File: src/rtl/mapper_pkg.sv
// rtl/mapper_pkg.sv - shared sizes, types and RAT lookup helper for the rename stage
package mapper_pkg;

  localparam int ARCH_REGS = 32;
  localparam int ROB_DEPTH = 32;
  localparam int NUM_FU    = 5;
  localparam int XLEN      = 32;
  localparam int AREG_W    = $clog2(ARCH_REGS);
  localparam int TAG_W     = $clog2(ROB_DEPTH);
  localparam int FU_W      = $clog2(NUM_FU);

  typedef enum logic [FU_W-1:0] {
    FU_ALU = 3'd0,
    FU_MUL = 3'd1,
    FU_BR  = 3'd2,
    FU_LSU = 3'd3,
    FU_CSR = 3'd4
  } fu_class_e;

  typedef struct packed {
    logic             busy;
    logic             ready;
    logic [TAG_W-1:0] tag;
  } rat_entry_t;

  typedef struct packed {
    logic             valid;
    logic             rob;
    logic [TAG_W-1:0] tag;
  } src_t;

  typedef struct packed {
    logic [AREG_W-1:0] dr;
    logic [XLEN-1:0]   imm;
    logic [XLEN-1:0]   pc;
    logic              use_imm;
    logic              eoi;
    logic              exception;
  } uop_t;

  // A busy-but-unready producer still counts as available if it is on the CDB right now.
  function automatic src_t rat_lookup(input rat_entry_t e, input logic is_x0,
                                      input logic cdb_valid, input logic [TAG_W-1:0] cdb_tag);
    src_t s;
    s = '0;
    if (!is_x0 && e.busy) begin
      s.tag   = e.tag;
      s.rob   = e.ready || (cdb_valid && (cdb_tag == e.tag));
      s.valid = s.rob;
    end else begin
      s.valid = 1'b1;
    end
    return s;
  endfunction

endpackage

File: src/rtl/mapper_rename_if.sv
// rtl/mapper_rename_if.sv - decode/ROB/CDB/retire/dispatch signals of the rename stage
interface mapper_rename_if;
  import mapper_pkg::*;

  logic              in_valid;
  logic              in_ready;
  logic [AREG_W-1:0] in_dr;
  logic              in_wr_dr;
  logic [AREG_W-1:0] in_sr1;
  logic [AREG_W-1:0] in_sr2;
  logic              in_use_imm;
  logic [XLEN-1:0]   in_imm;
  logic [XLEN-1:0]   in_pc;
  logic [FU_W-1:0]   in_fu_class;
  logic              in_eoi;
  logic              in_exception;
  logic [TAG_W-1:0]  rob_write_ptr;
  logic              rob_full;
  logic              rob_alloc;
  logic [NUM_FU-1:0] fu_full;
  logic              cdb_valid;
  logic [TAG_W-1:0]  cdb_tag;
  logic              ret_valid;
  logic [AREG_W-1:0] ret_dr;
  logic [TAG_W-1:0]  ret_tag;
  logic              flush;
  logic              out_valid;
  logic              out_ready;
  logic [NUM_FU-1:0] out_fu_target;
  logic [TAG_W-1:0]  out_rob_entry;
  logic              out_src1_valid;
  logic              out_src1_rob;
  logic [TAG_W-1:0]  out_src1_tag;
  logic              out_src2_valid;
  logic              out_src2_rob;
  logic [TAG_W-1:0]  out_src2_tag;
  logic [AREG_W-1:0] out_dr;
  logic [XLEN-1:0]   out_imm;
  logic              out_use_imm;
  logic [XLEN-1:0]   out_pc;
  logic              out_eoi;
  logic              out_exception;

  modport slave (
    input  in_valid, in_dr, in_wr_dr, in_sr1, in_sr2, in_use_imm, in_imm, in_pc,
           in_fu_class, in_eoi, in_exception, rob_write_ptr, rob_full, fu_full,
           cdb_valid, cdb_tag, ret_valid, ret_dr, ret_tag, flush, out_ready,
    output in_ready, rob_alloc, out_valid, out_fu_target, out_rob_entry,
           out_src1_valid, out_src1_rob, out_src1_tag, out_src2_valid, out_src2_rob,
           out_src2_tag, out_dr, out_imm, out_use_imm, out_pc, out_eoi, out_exception
  );

  modport master (
    output in_valid, in_dr, in_wr_dr, in_sr1, in_sr2, in_use_imm, in_imm, in_pc,
           in_fu_class, in_eoi, in_exception, rob_write_ptr, rob_full, fu_full,
           cdb_valid, cdb_tag, ret_valid, ret_dr, ret_tag, flush, out_ready,
    input  in_ready, rob_alloc, out_valid, out_fu_target, out_rob_entry,
           out_src1_valid, out_src1_rob, out_src1_tag, out_src2_valid, out_src2_rob,
           out_src2_tag, out_dr, out_imm, out_use_imm, out_pc, out_eoi, out_exception
  );

endinterface

File: src/rtl/mapper_rat.sv
// rtl/mapper_rat.sv - register alias table: two bypassed read ports, rename, retire, wakeup, flush
module mapper_rat
  import mapper_pkg::*;
(
  input  logic              clk,
  input  logic              rst,
  input  logic              flush,
  input  logic [AREG_W-1:0] rd1_addr,
  input  logic [AREG_W-1:0] rd2_addr,
  output src_t              rd1,
  output src_t              rd2,
  input  logic              cdb_valid,
  input  logic [TAG_W-1:0]  cdb_tag,
  input  logic              ret_valid,
  input  logic [AREG_W-1:0] ret_dr,
  input  logic [TAG_W-1:0]  ret_tag,
  input  logic              wr_en,
  input  logic [AREG_W-1:0] wr_addr,
  input  logic [TAG_W-1:0]  wr_tag
);

  rat_entry_t rat [ARCH_REGS];

  assign rd1 = rat_lookup(rat[rd1_addr], rd1_addr == '0, cdb_valid, cdb_tag);
  assign rd2 = rat_lookup(rat[rd2_addr], rd2_addr == '0, cdb_valid, cdb_tag);

  // Later assignments override earlier ones, so a same-cycle rename beats retire and wakeup.
  always_ff @(posedge clk or posedge rst) begin
    if (rst) begin
      for (int i = 0; i < ARCH_REGS; i++) rat[i] <= '0;
    end else if (flush) begin
      for (int i = 0; i < ARCH_REGS; i++) begin
        rat[i].busy  <= 1'b0;
        rat[i].ready <= 1'b0;
      end
    end else begin
      for (int i = 1; i < ARCH_REGS; i++) begin
        if (cdb_valid && rat[i].busy && (rat[i].tag == cdb_tag)) rat[i].ready <= 1'b1;
        if (ret_valid && (ret_dr == AREG_W'(i)) && (rat[i].tag == ret_tag)) begin
          rat[i].busy  <= 1'b0;
          rat[i].ready <= 1'b0;
        end
        if (wr_en && (wr_addr == AREG_W'(i))) begin
          rat[i].busy  <= 1'b1;
          rat[i].ready <= 1'b0;
          rat[i].tag   <= wr_tag;
        end
      end
    end
  end

endmodule

File: src/rtl/mapper_rename.sv
// rtl/mapper_rename.sv - rename/dispatch stage: handshake, FU steering, registered output with held wakeup
module mapper_rename
  import mapper_pkg::*;
(
  input  logic          clk,
  input  logic          rst,
  mapper_rename_if.slave bus
);

  logic [2**FU_W-1:0] fu_full_ext;
  logic               accept;
  logic               rename_en;
  src_t               lk1, lk2, src2_in;
  logic [NUM_FU-1:0]  fu_onehot;

  logic               out_valid_q;
  uop_t               uop_q;
  src_t               src1_q, src2_q;
  logic [NUM_FU-1:0]  fu_q;
  logic [TAG_W-1:0]   rob_q;

  // Class indices beyond the last FU look permanently full.
  always_comb begin
    fu_full_ext             = '1;
    fu_full_ext[NUM_FU-1:0] = bus.fu_full;
  end

  assign bus.in_ready = !bus.flush && !bus.rob_full
                     && (bus.in_exception || !fu_full_ext[bus.in_fu_class])
                     && (!out_valid_q || bus.out_ready);
  assign accept        = bus.in_valid && bus.in_ready;
  assign bus.rob_alloc = accept;
  assign rename_en     = accept && bus.in_wr_dr && (bus.in_dr != '0) && !bus.in_exception;
  assign fu_onehot     = bus.in_exception ? '0 : (NUM_FU'(1) << bus.in_fu_class);

  mapper_rat u_rat (
    .clk       (clk),
    .rst       (rst),
    .flush     (bus.flush),
    .rd1_addr  (bus.in_sr1),
    .rd2_addr  (bus.in_sr2),
    .rd1       (lk1),
    .rd2       (lk2),
    .cdb_valid (bus.cdb_valid),
    .cdb_tag   (bus.cdb_tag),
    .ret_valid (bus.ret_valid),
    .ret_dr    (bus.ret_dr),
    .ret_tag   (bus.ret_tag),
    .wr_en     (rename_en),
    .wr_addr   (bus.in_dr),
    .wr_tag    (bus.rob_write_ptr)
  );

  always_comb begin
    src2_in = lk2;
    if (bus.in_use_imm) src2_in = '{valid: 1'b1, rob: 1'b0, tag: '0};
  end

  always_ff @(posedge clk or posedge rst) begin
    if (rst) begin
      out_valid_q <= 1'b0;
      uop_q       <= '0;
      src1_q      <= '0;
      src2_q      <= '0;
      fu_q        <= '0;
      rob_q       <= '0;
    end else if (bus.flush) begin
      out_valid_q <= 1'b0;
    end else if (accept) begin
      out_valid_q <= 1'b1;
      uop_q       <= '{dr: bus.in_dr, imm: bus.in_imm, pc: bus.in_pc, use_imm: bus.in_use_imm,
                       eoi: bus.in_eoi, exception: bus.in_exception};
      src1_q      <= lk1;
      src2_q      <= src2_in;
      fu_q        <= fu_onehot;
      rob_q       <= bus.rob_write_ptr;
    end else if (bus.out_ready) begin
      out_valid_q <= 1'b0;
    end else if (out_valid_q && bus.cdb_valid) begin
      // Stalled uop: catch a broadcast it would otherwise miss while waiting downstream.
      if (!src1_q.valid && (src1_q.tag == bus.cdb_tag)) begin
        src1_q.valid <= 1'b1;
        src1_q.rob   <= 1'b1;
      end
      if (!src2_q.valid && (src2_q.tag == bus.cdb_tag)) begin
        src2_q.valid <= 1'b1;
        src2_q.rob   <= 1'b1;
      end
    end
  end

  assign bus.out_valid      = out_valid_q;
  assign bus.out_fu_target  = fu_q;
  assign bus.out_rob_entry  = rob_q;
  assign bus.out_src1_valid = src1_q.valid;
  assign bus.out_src1_rob   = src1_q.rob;
  assign bus.out_src1_tag   = src1_q.tag;
  assign bus.out_src2_valid = src2_q.valid;
  assign bus.out_src2_rob   = src2_q.rob;
  assign bus.out_src2_tag   = src2_q.tag;
  assign bus.out_dr         = uop_q.dr;
  assign bus.out_imm        = uop_q.imm;
  assign bus.out_use_imm    = uop_q.use_imm;
  assign bus.out_pc         = uop_q.pc;
  assign bus.out_eoi        = uop_q.eoi;
  assign bus.out_exception  = uop_q.exception;

endmodule

File: src/flat_wrapper.sv
// flat-port wrapper written by rule: the top's interface ports become plain ports
module mapper_rename_flat import mapper_pkg::*;
  (clk, rst, bus_in_valid, bus_in_dr, bus_in_wr_dr, bus_in_sr1, bus_in_sr2, bus_in_use_imm, bus_in_imm, bus_in_pc, bus_in_fu_class, bus_in_eoi, bus_in_exception, bus_rob_write_ptr, bus_rob_full, bus_fu_full, bus_cdb_valid, bus_cdb_tag, bus_ret_valid, bus_ret_dr, bus_ret_tag, bus_flush, bus_out_ready, bus_in_ready, bus_rob_alloc, bus_out_valid, bus_out_fu_target, bus_out_rob_entry, bus_out_src1_valid, bus_out_src1_rob, bus_out_src1_tag, bus_out_src2_valid, bus_out_src2_rob, bus_out_src2_tag, bus_out_dr, bus_out_imm, bus_out_use_imm, bus_out_pc, bus_out_eoi, bus_out_exception);
  mapper_rename_if bus_i ();
  input  logic clk;
  input  logic rst;
  input wire logic [$bits(bus_i.in_valid)-1:0] bus_in_valid;
  input wire logic [$bits(bus_i.in_dr)-1:0] bus_in_dr;
  input wire logic [$bits(bus_i.in_wr_dr)-1:0] bus_in_wr_dr;
  input wire logic [$bits(bus_i.in_sr1)-1:0] bus_in_sr1;
  input wire logic [$bits(bus_i.in_sr2)-1:0] bus_in_sr2;
  input wire logic [$bits(bus_i.in_use_imm)-1:0] bus_in_use_imm;
  input wire logic [$bits(bus_i.in_imm)-1:0] bus_in_imm;
  input wire logic [$bits(bus_i.in_pc)-1:0] bus_in_pc;
  input wire logic [$bits(bus_i.in_fu_class)-1:0] bus_in_fu_class;
  input wire logic [$bits(bus_i.in_eoi)-1:0] bus_in_eoi;
  input wire logic [$bits(bus_i.in_exception)-1:0] bus_in_exception;
  input wire logic [$bits(bus_i.rob_write_ptr)-1:0] bus_rob_write_ptr;
  input wire logic [$bits(bus_i.rob_full)-1:0] bus_rob_full;
  input wire logic [$bits(bus_i.fu_full)-1:0] bus_fu_full;
  input wire logic [$bits(bus_i.cdb_valid)-1:0] bus_cdb_valid;
  input wire logic [$bits(bus_i.cdb_tag)-1:0] bus_cdb_tag;
  input wire logic [$bits(bus_i.ret_valid)-1:0] bus_ret_valid;
  input wire logic [$bits(bus_i.ret_dr)-1:0] bus_ret_dr;
  input wire logic [$bits(bus_i.ret_tag)-1:0] bus_ret_tag;
  input wire logic [$bits(bus_i.flush)-1:0] bus_flush;
  input wire logic [$bits(bus_i.out_ready)-1:0] bus_out_ready;
  output wire logic [$bits(bus_i.in_ready)-1:0] bus_in_ready;
  output wire logic [$bits(bus_i.rob_alloc)-1:0] bus_rob_alloc;
  output wire logic [$bits(bus_i.out_valid)-1:0] bus_out_valid;
  output wire logic [$bits(bus_i.out_fu_target)-1:0] bus_out_fu_target;
  output wire logic [$bits(bus_i.out_rob_entry)-1:0] bus_out_rob_entry;
  output wire logic [$bits(bus_i.out_src1_valid)-1:0] bus_out_src1_valid;
  output wire logic [$bits(bus_i.out_src1_rob)-1:0] bus_out_src1_rob;
  output wire logic [$bits(bus_i.out_src1_tag)-1:0] bus_out_src1_tag;
  output wire logic [$bits(bus_i.out_src2_valid)-1:0] bus_out_src2_valid;
  output wire logic [$bits(bus_i.out_src2_rob)-1:0] bus_out_src2_rob;
  output wire logic [$bits(bus_i.out_src2_tag)-1:0] bus_out_src2_tag;
  output wire logic [$bits(bus_i.out_dr)-1:0] bus_out_dr;
  output wire logic [$bits(bus_i.out_imm)-1:0] bus_out_imm;
  output wire logic [$bits(bus_i.out_use_imm)-1:0] bus_out_use_imm;
  output wire logic [$bits(bus_i.out_pc)-1:0] bus_out_pc;
  output wire logic [$bits(bus_i.out_eoi)-1:0] bus_out_eoi;
  output wire logic [$bits(bus_i.out_exception)-1:0] bus_out_exception;
  assign bus_i.in_valid = bus_in_valid;
  assign bus_i.in_dr = bus_in_dr;
  assign bus_i.in_wr_dr = bus_in_wr_dr;
  assign bus_i.in_sr1 = bus_in_sr1;
  assign bus_i.in_sr2 = bus_in_sr2;
  assign bus_i.in_use_imm = bus_in_use_imm;
  assign bus_i.in_imm = bus_in_imm;
  assign bus_i.in_pc = bus_in_pc;
  assign bus_i.in_fu_class = bus_in_fu_class;
  assign bus_i.in_eoi = bus_in_eoi;
  assign bus_i.in_exception = bus_in_exception;
  assign bus_i.rob_write_ptr = bus_rob_write_ptr;
  assign bus_i.rob_full = bus_rob_full;
  assign bus_i.fu_full = bus_fu_full;
  assign bus_i.cdb_valid = bus_cdb_valid;
  assign bus_i.cdb_tag = bus_cdb_tag;
  assign bus_i.ret_valid = bus_ret_valid;
  assign bus_i.ret_dr = bus_ret_dr;
  assign bus_i.ret_tag = bus_ret_tag;
  assign bus_i.flush = bus_flush;
  assign bus_i.out_ready = bus_out_ready;
  assign bus_in_ready = bus_i.in_ready;
  assign bus_rob_alloc = bus_i.rob_alloc;
  assign bus_out_valid = bus_i.out_valid;
  assign bus_out_fu_target = bus_i.out_fu_target;
  assign bus_out_rob_entry = bus_i.out_rob_entry;
  assign bus_out_src1_valid = bus_i.out_src1_valid;
  assign bus_out_src1_rob = bus_i.out_src1_rob;
  assign bus_out_src1_tag = bus_i.out_src1_tag;
  assign bus_out_src2_valid = bus_i.out_src2_valid;
  assign bus_out_src2_rob = bus_i.out_src2_rob;
  assign bus_out_src2_tag = bus_i.out_src2_tag;
  assign bus_out_dr = bus_i.out_dr;
  assign bus_out_imm = bus_i.out_imm;
  assign bus_out_use_imm = bus_i.out_use_imm;
  assign bus_out_pc = bus_i.out_pc;
  assign bus_out_eoi = bus_i.out_eoi;
  assign bus_out_exception = bus_i.out_exception;
  mapper_rename u_core (.clk(clk), .rst(rst), .bus(bus_i));
endmodule
File: config.mk
export PLATFORM = sky130hd
export DESIGN_NAME = mapper_rename_flat
export DESIGN_NICKNAME = d
export VERILOG_FILES = /design/src/rtl/mapper_pkg.sv /design/src/rtl/mapper_rename_if.sv /design/src/rtl/mapper_rat.sv /design/src/rtl/mapper_rename.sv /design/src/flat_wrapper.sv
export SDC_FILE = /design/constraint.sdc
export NUM_CORES = 1
export LEC_CHECK = 0
export BUFFER_PORTS_ARGS = -buffer_cell sky130_fd_sc_hd__buf_4
export CAP_MARGIN = 20
export CORE_MARGIN = 2
export CORE_UTILIZATION = 60
export CTS_BUF_LIST = sky130_fd_sc_hd__clkbuf_8
export CTS_CLUSTER_SIZE = 20
export DETAILED_ROUTE_END_ITERATION = 8
export HOLD_SLACK_MARGIN = 0.12
export PLACE_DENSITY = 0.83
export SLEW_MARGIN = 40
export SYNTH_ARGS = -nofsm -noshare
export SYNTH_HDL_FRONTEND = slang
export SYNTH_SLANG_ARGS = --single-unit
File: constraint.sdc
create_clock -name clk -period 13.4 [get_ports clk]
set_input_delay 2.01 -clock clk [delete_from_list [all_inputs] [get_ports clk]]
set_output_delay 2.01 -clock clk [all_outputs]
set_load 0.005 [all_outputs]
**After elaboration in Yosys (flattened, before gate mapping)**

Index checks and enable logic that the tools add are counted.

- Shift operators: 1
- Bitwise gates (word level): 3
- Magnitude comparators: 3
- Reductions and logical operators: 285
- Muxes and demuxes: 149
- Equal/unequal tests: 129

Operator list:

| cell | number |
|---|---|
| $eq 5x5->1 | 66 |
| $mux 7 | 36 |
| $logic_and 1x1->1 | 169 |
| $eq 5x5->1 const B | 32 |
| $mux 2 | 70 |
| $reduce_bool 4->1 | 31 |
| $reduce_bool 3->1 | 32 |
| $eq 5x4->1 const B | 16 |
| $bmux 7 s5 | 2 |
| $reduce_and 2->1 | 32 |
| $eq 5x3->1 const B | 8 |
| $mux 1 | 37 |
| $eq 5x2->1 const B | 4 |
| $ge 6x6->1 const B | 2 |
| $mux 6 | 2 |
| $not 5->6 | 2 |
| $eq 5x1->1 const B | 2 |
| $logic_not 5->1 | 2 |
| $logic_not 1->1 | 9 |
| $reduce_and 4->1 | 2 |
| $reduce_bool 2->1 | 3 |
| $mux 5 | 1 |
| $reduce_bool 5->1 | 1 |
| $shl 1x3->5 const A | 1 |
| 5 further kinds | 8 |

- Bits in registers: 314
- Word-level logic and storage cells: 678
- Bits of input ports: 119

**Longest topological paths before layout**

- Word-level depth: 13
- Mapped depth: 12

**Modules after synthesis**

From an unflattened synthesis, not the netlist that was laid out.

- Cell total of the unflattened synthesis: 1,686
- Area, all modules: 20,056.7 um2

Modules (own cells, without submodules):

| module | times used | cells an instance | area each (um2) | sequential area each (um2) |
|---|---|---|---|---|
| mapper_rat | 1 | 1,431 | 16,100.4 | 5,430.2 |
| mapper_rename | 1 | 255 | 3,956.3 | 2,427.3 |

**Least setup slack after synthesis**

No wires, ideal clock.

- Path kind: input -> output
- Start point: input bus_in_fu_class[0]
- End point: output bus_rob_alloc
- Buffers on the path: 3
- Path slack: 7,723 ps
- Required time: 11,390 ps
- Arrival time: 3,667 ps
- Stages on the path: 8
- Cells stage by stage: mux4_2 -> nor2_1 -> o311a_1 -> nand2_1 -> clkbuf_1 -> inv_2 -> clkbuf_1 -> clkbuf_1

- Word-level cells in the longest chain between the ends: 7

RTL lines:

| element | line | source |
|---|---|---|
| start: declaration | flat_wrapper.sv:15 | `input wire logic [$bits(bus_i.in_fu_class)-1:0] bus_in_fu_class;` |
| $bmux 1 s3 | mapper_rename.sv:29 | `&& (bus.in_exception \|\| !fu_full_ext[bus.in_fu_class])` |
| $mux 1 (implied by the code) | mapper_rename.sv:29 |  |
| $logic_not 1->1 | mapper_rename.sv:29 |  |
| $logic_or 1x1->1 | mapper_rename.sv:29 |  |
| $logic_and 1x1->1 | mapper_rename.sv:29 |  |
| $logic_and 1x1->1 | mapper_rename.sv:30 | `&& (!out_valid_q \|\| bus.out_ready);` |
| net bus_in_ready | flat_wrapper.sv:28 | `output wire logic [$bits(bus_i.in_ready)-1:0] bus_in_ready;` |
| $logic_and 1x1->1 | mapper_rename.sv:31 | `assign accept = bus.in_valid && bus.in_ready;` |
| end: declaration | flat_wrapper.sv:29 | `output wire logic [$bits(bus_i.rob_alloc)-1:0] bus_rob_alloc;` |

The timed path passes the listed nets, and every way through them passes these cells. The select of a mux whose other input is x is not followed.

**Worst setup path in the final report**

- Start point: input bus_in_fu_class[0]
- End point: output bus_rob_alloc

- Word-level cells in the longest chain between the ends: 7

RTL lines:

| element | line |
|---|---|
| $bmux 1 s3 | mapper_rename.sv:29 |
| $mux 1 (implied by the code) | mapper_rename.sv:29 |
| $logic_not 1->1 | mapper_rename.sv:29 |
| $logic_or 1x1->1 | mapper_rename.sv:29 |
| $logic_and 1x1->1 | mapper_rename.sv:29 |
| $logic_and 1x1->1 | mapper_rename.sv:30 |
| $logic_and 1x1->1 | mapper_rename.sv:31 |

No other way between the ends. The select of a mux whose other input is x is not followed.

==> flow_summary.json <==
{
  "outcome": "complete, no violations",
  "cts_max_level": 2,
  "yosysWarnings": 5,
  "finalCriticalPeriod_ps": 5732,
  "clk_path_buf_depth": 3,
  "synth.distinct_cells": 65,
  "num_io_pins": 218,
  "fin_util_pct": 69.30,
  "clock_latency_ps": 620,
  "criticalPathCategory": "input pin to primary output",
  "grt_pass1_wl_microns": 98670,
  "synth_enable_flop_cells": 0,
  "drt_first_pass_iters": 5,
  "critPathCaptureType": "primary output",
  "r2r-start": "u_core.bus.out_valid",
  "synth_seq_cells": 314,
  "timing.fmax_mhz": 174.5,
  "layout_common_cells": "336 x nand2_1, 314 x dfrtp_1, 222 x buf_4, 210 x xor2_1, 108 x xnor2_1",
  "fin_crit_sh_pct": 42.78,
  "tritoncts": "yes",
  "synth_seq_area_share_pct": 39.99,
  "whs_path_depth": 2,
  "synth_area_sq_um": 19650,
  "dpl_worst_slack_ps": 7695,
  "syn_nets": 1927,
  "slowest_stage": "mux4_2",
  "worst_slew_margin_rel_pct": 36.26,
  "clk_pin_slew_ps": 60,
  "worstPathRequired_ps": 11390,
  "final_hold_viol_count": 0,
  "hold_buffers": 0,
  "first_global_vias": 16994,
  "cts_made_buffers": 52,
  "r2r_cells": 7,
  "hold_class": "register to register",
  "root_buffer": "clkbuf_8",
  "post-cts-setup-buffers": 0,
  "die_x_microns": 185.0,
  "setup_tns_ps": 0,
  "drive_gt1_share_pct": 25.80,
  "power.density_nw_per_um2": 103.0,
  "dieHeight_microns": 185.0,
  "hp-start": "u_core.bus.out_pc[9]",
  "initial_utilization_pct": 60.70,
  "p_leak_nw": 11.19,
  "max_cap_violations": 0,
  "r2r_setup_slack_ps": 10110,
  "via_per_inst": 6.809,
  "fin_nets": 2071,
  "yosys_most_used_dff": "dfrtp_1",
  "finalSetupViolations": 0,
  "path_cells": "buf_4 -> mux4_2 -> nor2_1 -> o311a_1 -> nand2_4 -> inv_2 -> buf_4",
  "worstPathArrival_ps": 3720,
  "peakVddDrop_uv": 71.22,
  "drt_drc_violations_left": 0,
  "port_buffers": 217,
  "postSynthCellCount": 1808,
  "track_usage_pct": 38.65,
  "routedWlPerCell_microns": 27.06,
  "routabilityCongestion": 1.074,
  "cp-startpoint": "bus_in_fu_class[0]",
  "crit_fanout": 62,
  "num_vias": 16566,
  "routed_wl_microns": 65840,
  "crit_path_frequent_cell": "buf_4",
  "start_kind": "input pin",
  "grt.overflow.total": 0,
  "final-max-slew-violation-count": 0,
  "grt_max_degree": 84,
  "synthToLayoutAreaGrowth_pct": 14.17,
  "async_reset_ff_share_pct": 100.0,
  "cts.repair.resized": 0,
  "syn_avg_cell_area_sq_um": 10.87,
  "tightest_slew_ps": 954.2,
  "setup_slack_ps": 7668,
  "cts.sinks": 314,
  "rsz0062_at_grt": "false",
  "first_iter_violations": 2219,
  "final_common_cell": "nand2_1",
  "core_sq_um": 32370,
  "critPathMaxStageDelay_ps": 500,
  "dpl.hpwl_microns": 43370,
  "skew_ps": 30.69,
  "ant_nets": 0,
  "dieArea_sq_um": 34210,
  "antenna_found_initial": 5,
  "rows": 66
}
[synth_stat cells, types with 8 or more instances]
| cell type | number | share of area, % |
|---|---|---|
| nand2b_1 | 11 | 0.35 |
| nand2_1 | 337 | 6.4 |
| dfrtp_1 | 314 | 40 |
| a21oi_1 | 11 | 0.28 |
| nor2_1 | 34 | 0.65 |
| xor2_1 | 210 | 9.4 |
| mux2i_1 | 37 | 1.9 |
| nand3_1 | 8 | 0.20 |
| o31ai_1 | 9 | 0.34 |
| nor4_1 | 62 | 2.0 |
| mux2_1 | 79 | 4.5 |
| and3_1 | 23 | 0.73 |
| nor2b_1 | 12 | 0.38 |
| a41o_1 | 20 | 1.0 |
| inv_1 | 12 | 0.23 |
| xnor2_1 | 108 | 4.8 |
| mux2_2 | 101 | 5.8 |
| a221oi_1 | 9 | 0.40 |
| a41oi_1 | 40 | 1.8 |
| a21o_1 | 11 | 0.42 |
| nor3b_1 | 15 | 0.57 |
| clkbuf_1 | 81 | 1.5 |
| o21ai_0 | 11 | 0.28 |
| buf_2 | 19 | 0.48 |
| nor3_1 | 10 | 0.25 |
| o22ai_1 | 11 | 0.35 |
| mux4_2 | 94 | 11 |
| buf_1 | 26 | 0.50 |
[per-stage QoR]
stage,hold WS [ps],std cells,total power [W],area (sq um)
6_report,475.6,2433,0.002311,22430
5_1_grt,493.9,2431,0.002397,22430
4_1_cts,478.2,2429,0.002310,22390
3_5_place_dp,463.3,2339,0.001465,21350
3_3_place_gp,459.1,2339,0.001448,21330
2_1_floorplan,469.7,1808,0.001275,19650
[path summary, 6_finish.rpt]
check / end
worst min register to register: u_core.bus.out_pc[9]
min in group asynchronous: u_core.bus.out_pc[25]
max in group asynchronous: u_core.bus.out_src1_rob
worst max register to register: u_core.u_rat.rat[81]
worst min-delay path: u_core.bus.out_pc[9]
worst max-delay path: bus_rob_alloc
[final cells by class]
type                            instances  area (sq um)
Antenna cell                            3         7.507
Clock buffer                           66         908.4
Clock inverter                         24         130.1
Fill cell                            2334          9937
Inverter                               14         60.06
Multi-Input combinational cell       1343         11180
Sequential cell                       314          7858
Tap cell                              442         553.0
Timing Repair Buffer                  227          1737
[flip-flops by register name, summed over array words and instances, names as in the netlist]
name / flops
u_core.bus.out_use_imm: 1
u_core.bus.out_eoi: 1
u_core.bus.out_src2_valid: 1
u_core.bus.out_src1_rob: 1
u_core.bus.out_rob_entry: 5
u_core.bus.out_valid: 1
u_core.bus.out_src1_tag: 5
u_core.bus.out_src2_tag: 5
u_core.bus.out_fu_target: 5
u_core.bus.out_pc: 32
u_core.bus.out_imm: 32
u_core.u_rat.rat: 217
u_core.bus.out_exception: 1
u_core.bus.out_src2_rob: 1
u_core.bus.out_dr: 5
u_core.bus.out_src1_valid: 1
[cell families after synthesis]
| kind of cell | synth area share (%) |
|---|---|
| AOI/OAI and AO/OA | 6.642 |
| xor gates and xnor gates | 14.17 |
| buffers and inverters | 3.260 |
| DFF | 39.99 |
| muxes | 22.98 |
| and+or+nand+nor | 12.96 |
[worst max-delay path: cells and delay by family]
family	cells	cell delay [ps]
AOI/OAI and AO/OA	1	280
and+or+nand+nor	2	520
muxes	1	500
buffers and inverters	3	400
[report_power, final]
group | total, W | internal [W] | switching (W)
Clock | 0.000853 | 0.000458 | 0.000395
Combinational | 0.000402 | 0.000176 | 0.000226
Sequential | 0.00106 | 0.00101 | 0.0000482
[layer usage]
metal  routed length, microns  vias up  GRT usage, %
met4                     4711        6         27.46
met1                    22950     8096         47.12
li1                         -     6769             -
met3                     9197      364         12.80
met5                       44        -         1.037
met2                    28940     1331         57.83
Note: power is estimated with default switching activity, not from simulation.
